==> src/rtl/uart_pkg.sv <==
// Shared types and constants for the AXI-Stream UART transmitter.
// The serializer state enum keeps PARITY even when the parity build option is off.
package uart_pkg;

  localparam int UART_DATA_W    = 8;
  localparam int UART_STOP_BITS = 1;

  typedef enum logic [2:0] {
    ST_IDLE   = 3'd0,
    ST_START  = 3'd1,
    ST_DATA   = 3'd2,
    ST_PARITY = 3'd3,
    ST_STOP   = 3'd4
  } uart_state_e;

  // Clock cycles per bit, truncating.
  function automatic int unsigned uart_div(input int unsigned clk_hz,
                                           input int unsigned baud);
    return clk_hz / baud;
  endfunction

endpackage

==> src/rtl/uart_tx_fifo.sv <==
// Single-clock byte FIFO with push/pop/full/empty/level.
// Pointers and level reset asynchronously; the storage array is never reset.
module uart_tx_fifo #(
  parameter int unsigned DEPTH = 16,
  parameter int unsigned W     = 8
) (
  input  logic                     clk,
  input  logic                     rst_n,
  input  logic                     push_i,
  input  logic [W-1:0]             wdata_i,
  input  logic                     pop_i,
  output logic [W-1:0]             rdata_o,
  output logic                     full_o,
  output logic                     empty_o,
  output logic [$clog2(DEPTH):0]   level_o
);

  localparam int AW = $clog2(DEPTH);

  if (DEPTH < 2 || (DEPTH & (DEPTH - 1)) != 0) begin : g_bad_depth
    $error("uart_tx_fifo: DEPTH must be a power of 2 and >= 2");
  end

  logic [W-1:0]  mem_q [DEPTH];
  logic [AW-1:0] wr_ptr_q, rd_ptr_q;
  logic [AW:0]   level_q;
  logic          do_push, do_pop;

  assign full_o  = (level_q == (AW+1)'(DEPTH));
  assign empty_o = (level_q == '0);
  assign level_o = level_q;
  assign rdata_o = mem_q[rd_ptr_q];

  assign do_push = push_i && !full_o;
  assign do_pop  = pop_i && !empty_o;

  always_ff @(posedge clk) begin
    if (do_push) mem_q[wr_ptr_q] <= wdata_i;
  end

  // Power-of-2 depth lets the pointers wrap naturally.
  always_ff @(posedge clk or negedge rst_n) begin
    if (!rst_n) begin
      wr_ptr_q <= '0;
      rd_ptr_q <= '0;
      level_q  <= '0;
    end else begin
      if (do_push) wr_ptr_q <= wr_ptr_q + 1'b1;
      if (do_pop)  rd_ptr_q <= rd_ptr_q + 1'b1;
      case ({do_push, do_pop})
        2'b10:   level_q <= level_q + 1'b1;
        2'b01:   level_q <= level_q - 1'b1;
        default: level_q <= level_q;
      endcase
    end
  end

endmodule

==> src/rtl/uart_axis_tx.sv <==
// AXI-Stream byte slave feeding an 8N1 UART serializer through a small FIFO.
// Define UART_TX_PARITY_EN to insert an even parity bit (8E1 frame).
module uart_axis_tx
  import uart_pkg::*;
#(
  parameter int unsigned CLK_FREQ_HZ = 100000000,
  parameter int unsigned BAUD_RATE   = 115200,
  parameter int unsigned FIFO_DEPTH  = 16
) (
  input  logic                          clk,
  input  logic                          rst_n,
  input  logic [7:0]                    s_axis_tdata,
  input  logic                          s_axis_tvalid,
  output logic                          s_axis_tready,
  output logic                          uart_txd,
  output logic                          busy,
  output logic [$clog2(FIFO_DEPTH):0]   fifo_level
);

  localparam int unsigned DIV         = uart_div(CLK_FREQ_HZ, BAUD_RATE);
  localparam int unsigned STOP_CYCLES = DIV * UART_STOP_BITS;
  localparam int          CW          = $clog2(STOP_CYCLES);
  localparam int          IW          = $clog2(UART_DATA_W);
  localparam logic [CW-1:0] BIT_LAST  = CW'(DIV - 1);
  localparam logic [CW-1:0] STOP_LAST = CW'(STOP_CYCLES - 1);
  localparam logic [IW-1:0] IDX_LAST  = IW'(UART_DATA_W - 1);

  if (DIV < 2) begin : g_bad_div
    $error("uart_axis_tx: CLK_FREQ_HZ/BAUD_RATE must be >= 2");
  end

  uart_state_e            state_q, state_d;
  logic [CW-1:0]          cnt_q, cnt_d;
  logic [IW-1:0]          idx_q, idx_d;
  logic [UART_DATA_W-1:0] shift_q, shift_d;
  logic                   txd_q, txd_d;
  logic                   pop, push, bit_end, stop_end;
  logic                   fifo_full, fifo_empty;
  logic [UART_DATA_W-1:0] fifo_rdata;
`ifdef UART_TX_PARITY_EN
  logic                   par_q, par_d;
`endif

  // Handshake: a byte transfers on a rising edge when tvalid && tready;
  // tready depends only on registered FIFO state, never on tvalid.
  assign s_axis_tready = !fifo_full;
  assign push          = s_axis_tvalid && s_axis_tready;
  assign uart_txd      = txd_q;
  assign busy          = (state_q != ST_IDLE) || !fifo_empty;

  uart_tx_fifo #(
    .DEPTH (FIFO_DEPTH),
    .W     (UART_DATA_W)
  ) u_fifo (
    .clk     (clk),
    .rst_n   (rst_n),
    .push_i  (push),
    .wdata_i (s_axis_tdata),
    .pop_i   (pop),
    .rdata_o (fifo_rdata),
    .full_o  (fifo_full),
    .empty_o (fifo_empty),
    .level_o (fifo_level)
  );

  always_comb begin
    state_d  = state_q;
    cnt_d    = cnt_q;
    idx_d    = idx_q;
    shift_d  = shift_q;
    pop      = 1'b0;
    bit_end  = (cnt_q == BIT_LAST);
    stop_end = (cnt_q == STOP_LAST);
`ifdef UART_TX_PARITY_EN
    par_d    = par_q;
`endif
    case (state_q)
      ST_IDLE: begin
        if (!fifo_empty) begin
          pop     = 1'b1;
          shift_d = fifo_rdata;
          cnt_d   = '0;
          state_d = ST_START;
`ifdef UART_TX_PARITY_EN
          par_d   = ^fifo_rdata;
`endif
        end
      end
      ST_START: begin
        if (bit_end) begin
          cnt_d   = '0;
          idx_d   = '0;
          state_d = ST_DATA;
        end else begin
          cnt_d = cnt_q + 1'b1;
        end
      end
      ST_DATA: begin
        if (bit_end) begin
          cnt_d = '0;
          if (idx_q == IDX_LAST) begin
`ifdef UART_TX_PARITY_EN
            state_d = ST_PARITY;
`else
            state_d = ST_STOP;
`endif
          end else begin
            idx_d   = idx_q + 1'b1;
            shift_d = shift_q >> 1;
          end
        end else begin
          cnt_d = cnt_q + 1'b1;
        end
      end
`ifdef UART_TX_PARITY_EN
      ST_PARITY: begin
        if (bit_end) begin
          cnt_d   = '0;
          state_d = ST_STOP;
        end else begin
          cnt_d = cnt_q + 1'b1;
        end
      end
`endif
      ST_STOP: begin
        // Chain straight into the next start bit when more bytes wait.
        if (stop_end) begin
          cnt_d = '0;
          if (!fifo_empty) begin
            pop     = 1'b1;
            shift_d = fifo_rdata;
            state_d = ST_START;
`ifdef UART_TX_PARITY_EN
            par_d   = ^fifo_rdata;
`endif
          end else begin
            state_d = ST_IDLE;
          end
        end else begin
          cnt_d = cnt_q + 1'b1;
        end
      end
      default: state_d = ST_IDLE;
    endcase

    // txd is registered from the next state so the line changes on the entry edge.
    case (state_d)
      ST_START:  txd_d = 1'b0;
      ST_DATA:   txd_d = shift_d[0];
`ifdef UART_TX_PARITY_EN
      ST_PARITY: txd_d = par_d;
`endif
      default:   txd_d = 1'b1;
    endcase
  end

  always_ff @(posedge clk or negedge rst_n) begin
    if (!rst_n) begin
      state_q <= ST_IDLE;
      cnt_q   <= '0;
      idx_q   <= '0;
      shift_q <= '0;
      txd_q   <= 1'b1;
`ifdef UART_TX_PARITY_EN
      par_q   <= 1'b0;
`endif
    end else begin
      state_q <= state_d;
      cnt_q   <= cnt_d;
      idx_q   <= idx_d;
      shift_q <= shift_d;
      txd_q   <= txd_d;
`ifdef UART_TX_PARITY_EN
      par_q   <= par_d;
`endif
    end
  end

endmodule

==> config.mk <==
export PLATFORM = sky130hd
export DESIGN_NAME = uart_axis_tx
export DESIGN_NICKNAME = d
export VERILOG_FILES = /design/src/rtl/uart_pkg.sv /design/src/rtl/uart_tx_fifo.sv /design/src/rtl/uart_axis_tx.sv
export SDC_FILE = /design/constraint.sdc
export NUM_CORES = 1
export LEC_CHECK = 0
export ABC_AREA = 0
export CELL_PAD_IN_SITES_DETAIL_PLACEMENT = 1
export CELL_PAD_IN_SITES_GLOBAL_PLACEMENT = 1
export CORE_MARGIN = 2
export CORE_UTILIZATION = 31
export DETAILED_ROUTE_END_ITERATION = 6
export PLACE_DENSITY_LB_ADDON = 0.12
export SLEW_MARGIN = 10
export SYNTH_ARGS = -nofsm -noshare
export SYNTH_HDL_FRONTEND = slang
export SYNTH_SLANG_ARGS = --single-unit
==> constraint.sdc <==
create_clock -name clk -period 6.46 [get_ports clk]
set_clock_uncertainty 0.05 [all_clocks]
set_input_delay 0.646 -clock clk [delete_from_list [all_inputs] [get_ports clk]]
set_output_delay 0.646 -clock clk [all_outputs]
set_load 0.01 [all_outputs]
=== After elaboration in Yosys (flattened, before gate mapping) ===
Memory sizes are Yosys's and may differ from the RTL's.
Cells that the tools add are included.

* Order comparisons: 0
* Add/subtract/negate cells: 6
* Reductions and logical operators: 17
* Multipliers: 0
* Divide/modulo/power cells: 0
* Shifts and indexed selects: 0
* Bitwise operators: 0
* Multiplexer cells: 26
* Equality and inequality tests: 15

{| class="wikitable"
|+ Operators with widths
! operator !! number
|-
| $mux W8 || 4
|-
| $mux W3 || 8
|-
| $pmux W8 S3 || 1
|-
| $mux W10 || 2
|-
| $pmux W10 S2 || 1
|-
| $pmux W3 S4 || 1
|-
| $add A10 B1 Y10 const B || 1
|-
| $eq A10 B10 Y1 const B || 1
|-
| $ne A2 B2 Y1 const B || 5
|-
| $pmux W5 S2 || 1
|-
| $add A4 B1 Y4 const B || 2
|-
| $reduce_and A4 Y1 || 2
|-
| $eq A3 B1 Y1 const B || 2
|-
| $eq A3 B2 Y1 const B || 2
|-
| $eq A3 B3 Y1 const B || 2
|-
| $pmux W3 S2 || 1
|-
| $reduce_bool A2 Y1 || 3
|-
| $reduce_bool A3 Y1 || 2
|-
| $add A5 B1 Y5 const B || 1
|-
| $eq A5 B5 Y1 const B || 1
|-
| $logic_not A5 Y1 || 1
|-
| $mux W1 || 5
|-
| $sub A5 B1 Y5 const B || 1
|-
| $pmux W1 S2 || 2
|-
| other kinds (9) || 12
|}

* Memory bits (writable): 128
* Bits in read-only memories: 0
* Memories kept: 1
* Bits of input ports: 11
* Latch bits: 0
* Logic and storage cells: 74
* Bits in registers: 38

{| class="wikitable"
|+ Memory list
! memory !! words !! width !! rd ports !! clocked after Yosys merged registers in !! wr ports !! RTL line !! RTL
|-
| u_fifo.mem_q || 16 || 8 || 1 || 0 || 1 || uart_tx_fifo.sv:24 || <nowiki>logic [W-1:0] mem_q [DEPTH];</nowiki>
|}

=== Longest topological paths before layout ===
Gate-level depths: netlist of run 1.

* Depth after elaboration: 7
* Gate-level depth with buffers: 13
* Depth with buffers taken out: 12

=== Hierarchy ===
A second synthesis of run 1 with hierarchy kept.

* Cells, all modules: 464
* Area total of the unflattened synthesis: 7,153.1 um^2

{| class="wikitable"
|+ Modules (own cells, without submodules)
! module !! area each (um^2) !! sequential area each (um^2) !! cells each !! times used
|-
| uart_tx_fifo || 5,779.3 || 4,169.0 || 332 || 1
|-
| uart_axis_tx || 1,373.8 || 626.9 || 132 || 1
|}

=== Least setup slack after synthesis of run 1 ===
Ideal clock, no wire load.

* Kind: reg2reg
* Start: reg cnt_q[0]
* End: reg u_fifo.level_q[4] (netlist: u_fifo.level_o[4])
* Period minus slack after synthesis: 2.893 ns
* Data arrival time: 2.764 ns
* Cell stages (with the launch flop): 14
* Buffers on the path: 1
* Setup slack: 3.567 ns
* Required time: 6.331 ns
* Cell sequence: dfrtp_1 > ha_1 > nor3b_2 > nand3_2 > a21oi_2 > buf_6 > ha_1 > inv_1 > fa_1 > nor2b_1 > o21ai_0 > and3_1 > nor3_1 > xor2_1

* Longest elaborated chain between the ends: 6
* Elaborated cells on any way between the ends: 8
* Classes of those cells: eq/ne (3); mux (3); reduce/logical (2)

{| class="wikitable"
|+ RTL lines
! item !! RTL line !! RTL
|-
| start, declared || uart_axis_tx.sv:33 || <nowiki>logic [CW-1:0] cnt_q, cnt_d;</nowiki>
|-
| start signal, assigned || uart_axis_tx.sv:169 || <nowiki>cnt_q <= cnt_d;</nowiki>
|-
| $eq A10 B10 Y1 * || uart_axis_tx.sv:73 || <nowiki>stop_end = (cnt_q == STOP_LAST);</nowiki>
|-
| $mux W1 * || uart_axis_tx.sv:127 || <nowiki>if (stop_end) begin</nowiki>
|-
| $pmux W1 S2 * || uart_axis_tx.sv:77 || <nowiki>case (state_q)</nowiki>
|-
| $logic_and A1 B1 Y1 * || uart_tx_fifo.sv:35 || <nowiki>assign do_pop = pop_i && !empty_o;</nowiki>
|-
| net u_fifo.do_pop || uart_tx_fifo.sv:27 || <nowiki>logic do_push, do_pop;</nowiki>
|-
| $eq A2 B1 Y1 or $eq A2 B2 Y1 (tied branches) || uart_tx_fifo.sv:50 || <nowiki>case ({do_push, do_pop})</nowiki>
|-
| $pmux W5 S2 or $reduce_bool A2 Y1 (tied branches) || - ||
|-
| end signal, assigned || uart_tx_fifo.sv:51 || <nowiki>2'b10: level_q <= level_q + 1'b1;</nowiki>
|-
| end signal, assigned || uart_tx_fifo.sv:52 || <nowiki>2'b01: level_q <= level_q - 1'b1;</nowiki>
|-
| end signal, assigned || uart_tx_fifo.sv:53 || <nowiki>default: level_q <= level_q;</nowiki>
|-
| end, declared || uart_tx_fifo.sv:26 || <nowiki>logic [AW:0] level_q;</nowiki>
|}

Mark *: on every way through the listed nets, which the timed path passes. The rest lies on a longest branch.
A chain may end at the register's enable or synchronous reset.

=== Worst setup path after layout of run 1 ===
* Start: reg cnt_q[0]
* End: reg u_fifo.level_q[4] (netlist: u_fifo.level_o[4])

* Longest elaborated chain between the ends: 6
* Elaborated cells on any way between the ends: 8
* Classes of those cells: eq/ne (3); mux (3); reduce/logical (2)

{| class="wikitable"
|+ RTL lines
! item !! RTL line
|-
| $eq A10 B10 Y1 * || uart_axis_tx.sv:73
|-
| $mux W1 * || uart_axis_tx.sv:127
|-
| $pmux W1 S2 * || uart_axis_tx.sv:77
|-
| $logic_and A1 B1 Y1 * || uart_tx_fifo.sv:35
|-
| $eq A2 B1 Y1 or $eq A2 B2 Y1 (tied branches) || uart_tx_fifo.sv:50
|-
| $pmux W5 S2 or $reduce_bool A2 Y1 (tied branches) || -
|}

Every way passes the cells marked *; elsewhere a longest branch is shown, timed or not.

==> reports/metrics.yaml, run 1 <==
run_status:
  status: "finished clean"
cts:
  clock_sinks: 166
  cts_tree: "yes"
  clk_pin_slew_worst_paths_ns: 0.06
  ctsResizeCount: 0
  ctsHoldBuffers: 0
  postCtsSetupRepairBufs: 0
  htreeDepth: 4
  root_buffer: "clkbuf_16"
  clk_path_buf_depth: 2
  clock_latency_ns: 0.43
  numCtsBuffers: 17
flow_run:
  cap_violations: 0
logic_synthesis:
  yosysSeqAreaShare: 0.681
  synth_edf_count: 128
  ys_seq_elements: 166
  synth-main-ff-cell: "edfxtp_1"
  syn_inst: 437
  async_flop_share: 0.229
  syn_area_sq_um: 7040
  syn_area_per_cell_sq_um: 16.1
  ys_types: 61
  synth_fp_nets: 461
  yosys_warnings: 0
layout:
  drive_gt1_frac: 0.173
  n_antenna_cell: 0
  n_fill_cell: 2280
  nets: 481
  syn_to_final_growth_pct: 14.4
  fin_util: 0.359
  multi_input_area_sq_um: 2070
  fin_cells: 754
  regArea_sq_um: 4800
worst_hold_path:
  hp-class: "primary input to async pin"
power_and_ir_drop:
  peakVddDrop_uv: 186
  seqPwrFrac: 0.514
  switching_power_mw: 0.669
  power_frac_comb: 0.113
  clockPowerShare: 0.374
  p_leak_nw: 2.78
  p_per_area_nw_per_um2: 321
  cell_internal_pwr_mw: 1.91
  swShare: 0.259
detailed_routing:
  dr.pass1.iters: 6
  vias: 3716
  via_per_inst: 4.93
  post-route-drc-count: 0
  wl_per_cell_microns: 20.3
  antenna_left: 0
  drt-initial-drc-count: 187
  drt_wl_total_mm: 15.3
worst_setup_path:
  criticalPathCategory: "flip-flop to flip-flop"
  required_ns: 6.76
  endpoint_kind: "flip-flop"
  cpPeakStageDelay_ns: 0.59
  startpoint_type: "flip-flop"
  crit_arrival_ns: 3.84
  cpMaxStageDelayCell: "a21oi_2"
  cp_max_fo: 14
  crit_top_cell: "ha_1"
  path_cells: "ha_1 > nor3b_2 > nand3_2 > a21oi_2 > ha_1 > inv_1 > fa_1 > nor2b_1 > o21ai_0 > and3_1 > nor3_1 > xor2_1"
global_route:
  grt.total_usage: 0.138
  grt.overflow.total: 0
  grt_pass1_wl_mm: 24.5
  grt_pass1_vias: 3991
  antenna_found_initial: 0
  grt_max_degree: 39
sta:
  setup_viol: 0
  fin_crit_sh: 0.549
  drv_slew: 0
  finalHoldWorstSlack_ns: 0.291
  fin_tns_setup_ns: 0
  worstMarginPinSlew_ns: 1.06
  fin_ws_ns: 2.92
  fmaxAchievable_ghz: 0.282
  finalHoldViolCount: 0
  period_needed_ns: 3.54
  relSlewSlack: 0.289
  rsz0062_at_grt: "no"
floorplan:
  fp.dieArea_sq_um: 23900
  ios: 19
  num_rows: 55
  core_region_area_sq_um: 22400
  fp.dieH_microns: 155
  start_util: 0.314
  die_x_microns: 155
placement:
  dp_hpwl_mm: 9.97
  dp_slack_ns: 2.93
  io_buffers: 18
  gp_congestion: 0.719
  place_inst: 723
==> state kept, by name, indices dropped and copies added (netlist names) <==
register,cells
u_fifo.wr_ptr_q,4
state_q,3
u_fifo.mem_q,128
idx_q,3
shift_q,8
u_fifo.rd_ptr_q,4
cnt_q,10
uart_txd,1
u_fifo.level_o,5
==> path summary, 6_finish.rpt <==
kind	startpoint	end	slack [ns]	depth (start not counted)
min reg2reg	idx_q[0]	idx_q[0]	0.46	1
min in group clk	idx_q[0]	idx_q[0]	0.46	1
max reg2reg	cnt_q[0]	u_fifo.level_o[4]	2.92	12
min	rst_n	state_q[0]	0.29	1
max in group asynchronous	rst_n	u_fifo.rd_ptr_q[0]	5.46	1
max	cnt_q[0]	u_fifo.level_o[4]	2.92	12
==> critical path: cells and delay by family (launching register included) <==
family | cells | cell delay, ns
simple gates | 5 | 1.03
buf+inv | 1 | 0.10
compound gates | 2 | 0.70
xor+xnor | 1 | 0.16
flops | 1 | 0.38
fa+ha+maj | 3 | 1.04
==> stage by stage <==
stage | power, mW | instance area, sq um
after floorplan | 1.51 | 7040
after global placement | 1.64 | 7500
after detailed placement | 1.65 | 7500
after CTS | 2.62 | 8050
after global routing | 2.71 | 8050
final | 2.58 | 8050
==> routing by layer <==
metal	GRT usage	vias up	share of wire
met5	0	-	0
met4	0.0547	0	0.019
met3	0.0244	21	0.018
met2	0.216	40	0.47
met1	0.193	1922	0.49
li1	-	1733	-
==> power by group through the flow <==
stage                     Combinational, mW  Clock, mW  Sequential [mW]
after floorplan                       0.187          0             1.32
after detailed placement              0.300          0             1.35
final                                 0.291      0.965             1.33
after CTS                             0.300      0.991             1.33
after global placement                0.295          0             1.34
after global routing                  0.326       1.04             1.34
==> cell type report <==
| cell class | count | area share |
|---|---|---|
| inverters | 15 | 0.00699 |
| repair buffers | 24 | 0.0273 |
| clock inverters | 13 | 0.0152 |
| clock buffers | 18 | 0.0533 |
| flip-flops and latches | 166 | 0.596 |
| multi-input cells | 233 | 0.257 |
| well taps | 285 | 0.0443 |
==> synth_stat cells, types with 8 or more instances <==
master | instances | area, sq um
nor2b_1 | 8 | 50.1
o21ai_0 | 11 | 55.1
nor3_1 | 8 | 40.0
a22oi_1 | 14 | 105
nor2_1 | 24 | 90.1
ha_1 | 12 | 150
inv_1 | 15 | 56.3
edfxtp_1 | 128 | 3840
dfrtp_1 | 37 | 926
nand2_1 | 28 | 105
xnor2_1 | 13 | 114
clkbuf_1 | 11 | 41.3
mux4_2 | 30 | 676
==> cell usage in the layout (no fill, tap or decap), drive strengths merged, types with 7 or more instances in the layout <==
master         synthesis  layout
nor2                  24      24
a21oi                  7       7
nor2b                  8       8
ha                    12      12
edfxtp               128     128
inv                   15      20
xnor2                 13      13
a22oi                 14      14
nand2                 28      28
nor3                  10      10
buf                   10       7
clkdlybuf4s50          0      17
dfrtp                 37      37
o21ai                 13      13
clkbuf                13      18
mux4                  30      30
==> logic make-up after synthesis <==
family          Yosys count  synth area share
compound gates           55            0.0579
xor+xnor                 18            0.0224
fa+ha+maj                13            0.0242
buf+inv                  38            0.0247
flops                   166             0.681
mux                      36             0.105
simple gates            111            0.0851
Note: power is estimated with default switching activity, not from simulation.
==> inputs of run 2 (changes only) <==
clock period = 2.9 ns   (was 6.46 ns; I/O delays follow)
==> reports/metrics.yaml, run 2 (synthesized netlist as in run 1, its figures left out) <==
sta:
  drv_slew: 0  # unchanged
  fin_tns_setup_ns: 0  # unchanged
  relSlewSlack: 0.273  # was 0.289
  period_needed_ns: 2.70  # was 3.54 ns
  fin_crit_sh: 0.932  # was 0.549
  setup_viol: 0  # unchanged
  finalHoldViolCount: 0  # unchanged
  fin_ws_ns: 0.198  # was 2.92 ns
  fmaxAchievable_ghz: 0.370  # was 0.282 GHz
  rsz0062_at_grt: "no"  # unchanged
  worstMarginPinSlew_ns: 1.09  # was 1.06 ns
global_route:
  grt.met3_usage: 0.0289  # was 0.0244
  antenna_found_initial: 0  # unchanged
  grt.total_usage: 0.137  # was 0.138
  grt-busiest-layer: "met2"  # unchanged
  grt.overflow.total: 0  # unchanged
  grt_max_degree: 39  # unchanged
  grt_pass1_wl_mm: 24.5  # unchanged
  use_met1: 0.195  # was 0.193
  grt_pass1_vias: 4069  # was 3991
  grt_use_met2: 0.213  # was 0.216
layout:
  syn_to_final_growth_pct: 17.4  # was 14.4%
  top_register: "u_fifo.mem_q"  # unchanged
  final_common_cell: "edfxtp_1"  # unchanged
  drive_gt1_frac: 0.207  # was 0.173
  reg_top3: "u_fifo.mem_q (128), cnt_q (10), shift_q (8)"  # unchanged
  n_antenna_cell: 0  # unchanged
  nets: 499  # was 481
  largest_register_ffs: 128  # unchanged
  final_cell_mix: "edfxtp_1, dfrtp_1, mux4_2, nand2_1, nor2_1"  # unchanged
cts:
  root_buffer: "clkbuf_16"  # unchanged
  clock_latency_ns: 0.42  # was 0.43 ns
  clk_pin_slew_worst_paths_ns: 0.07  # was 0.06 ns
  clk_path_buf_depth: 2  # unchanged
  numCtsBuffers: 17  # unchanged
  htreeDepth: 4  # unchanged
  cts_tree: "yes"  # unchanged
  clock_sinks: 166  # unchanged
detailed_routing:
  dr.pass1.iters: 4  # was 6
  wl_per_cell_microns: 19.8  # was 20.3 microns
  vias: 3776  # was 3716
  via_per_inst: 4.88  # was 4.93
  drt_wl_total_mm: 15.3  # about the same
  antenna_left: 0  # unchanged
  post-route-drc-count: 0  # unchanged
  drt-initial-drc-count: 267  # was 187
power_and_ir_drop:
  clockPowerShare: 0.385  # was 0.374
  seqPwrFrac: 0.500  # was 0.514
  switching_power_mw: 1.50  # was 0.669 mW
  p_leak_nw: 2.89  # was 2.78 nW
  swShare: 0.254  # was 0.259
  p_per_area_nw_per_um2: 712  # was 321 nW/um^2
  cell_internal_pwr_mw: 4.39  # was 1.91 mW
  peakVddDrop_uv: 406  # was 186 uV
  power_frac_comb: 0.115  # was 0.113
floorplan:
  start_util: 0.314  # unchanged
  fp.dieH_microns: 155  # unchanged
  die_x_microns: 155  # unchanged
  core_region_area_sq_um: 22400  # unchanged
  num_rows: 55  # unchanged
  ios: 19  # unchanged
  fp.dieArea_sq_um: 23900  # unchanged
placement:
  gp_congestion: 0.748  # was 0.719
  dp_hpwl_mm: 10.5  # was 9.97 mm
  dp_slack_ns: 0.0239  # was 2.93 ns
  io_buffers: 18  # unchanged
worst_setup_path:
  path_cells: "or4_4 > o21ai_2 > a21oi_4 > ha_4 > ha_1 > nor2b_1 > o21ai_1 > a21oi_1 > nor3_1 > xor2_1"  # was ha_1 > nor3b_2 > nand3_2 > a21oi_2 > ha_1 > inv_1 > fa_1 > nor2b_1 > o21ai_0 > and3_1 > nor3_1 > xor2_1
  cpMaxStageDelayCell: "or4_4"  # was a21oi_2
  crit_arrival_ns: 3.00  # was 3.84 ns
  criticalPathCategory: "flip-flop to flip-flop"  # unchanged
  critPathBufInv: 0  # was 1
  startpoint_type: "flip-flop"  # unchanged
  endpoint_kind: "flip-flop"  # unchanged
  cpPeakStageDelay_ns: 0.61  # was 0.59 ns
  required_ns: 3.19  # was 6.76 ns
  cp_max_fo: 5  # was 14
  cpLargestDelayFamily: "simple AND/OR/NAND/NOR gates"  # was adder cells
worst_hold_path:
  hp-class: "flip-flop to flip-flop"  # was primary input to async pin
flow_run:
  cap_violations: 0  # unchanged
run_status:
  status: "finished clean"  # unchanged
## run 2: changes by cell type in the layout (fill, tap and decap cells not counted), moves of 2 or more
cell and delta:
clkinv_4 -2, clkinv_1 -2, inv_6 +4, buf_4 +16
## run 2: power by group through the flow
stage	clock network (mW)	logic, mW	registers [mW]
final	2.27	0.677	2.95
after global placement	0	0.675	2.98
after detailed placement	0	0.692	3.00
after CTS	2.33	0.696	2.95
after floorplan	0	0.416	2.94
after global routing	2.42	0.764	2.98
## run 2: repair_timing
action	4_1_cts	5_1_grt
setup buffers	0	2
gates resized for setup	0	5
hold buffers	1	0
hold endpoints to repair	6	0
endpoints found under the setup margin	0	1
## run 2: worst register-to-register path: stages (launching register included)
cell and delay [ns]:
dfrtp_1 0.43, or4_4 0.61, o21ai_2 0.22, a21oi_4 0.07, ha_4 0.18, ha_1 0.32, nor2b_1 0.15, o21ai_1 0.14
a21oi_1 0.09, nor3_1 0.21, xor2_1 0.16
## run 2: per-stage QoR
stage	std cells	hold slack (ns)	area [sq um]	util	total power, mW
global placement	738	0.430	7630	0.340	3.66
finish	773	0.461	8270	0.368	5.89
floorplan	437	-0.0556	7040	-	3.36
global route	773	0.492	8270	0.368	6.16
CTS	771	0.469	8230	0.367	5.98
detailed placement	738	0.451	7630	0.340	3.69
## run 2: path summary, 6_finish.rpt
kind / startpoint / endpoint / slack [ns] / cells past startpoint
worst max register to register: u_fifo.level_o[1] / u_fifo.level_o[4] / 0.20 / 10
worst min register to register: idx_q[2] / idx_q[2] / 0.46 / 1
min in group asynchronous: rst_n / u_fifo.level_o[0] / 0.51 / 2
worst max-delay path: u_fifo.level_o[1] / u_fifo.level_o[4] / 0.20 / 10
worst min-delay path: idx_q[2] / idx_q[2] / 0.46 / 1
max in group asynchronous: rst_n / u_fifo.rd_ptr_q[0] / 1.63 / 2
## run 2: cell type report
type,instances,area [sq um]
Fill cell,2299,14200
Sequential cell,166,4800
Multi-Input combinational cell,233,2100
Clock buffer,19,433
Timing Repair Buffer,42,370
Tap cell,285,357
Clock inverter,13,155
Inverter,15,56.3
## run 2: metal layers
layer / wire [microns] / vias up
li1: - / 1766
met1: 7500 / 1949
met2: 7170 / 52
met3: 501 / 9
met4: 138 / 0
met5: 0 / -
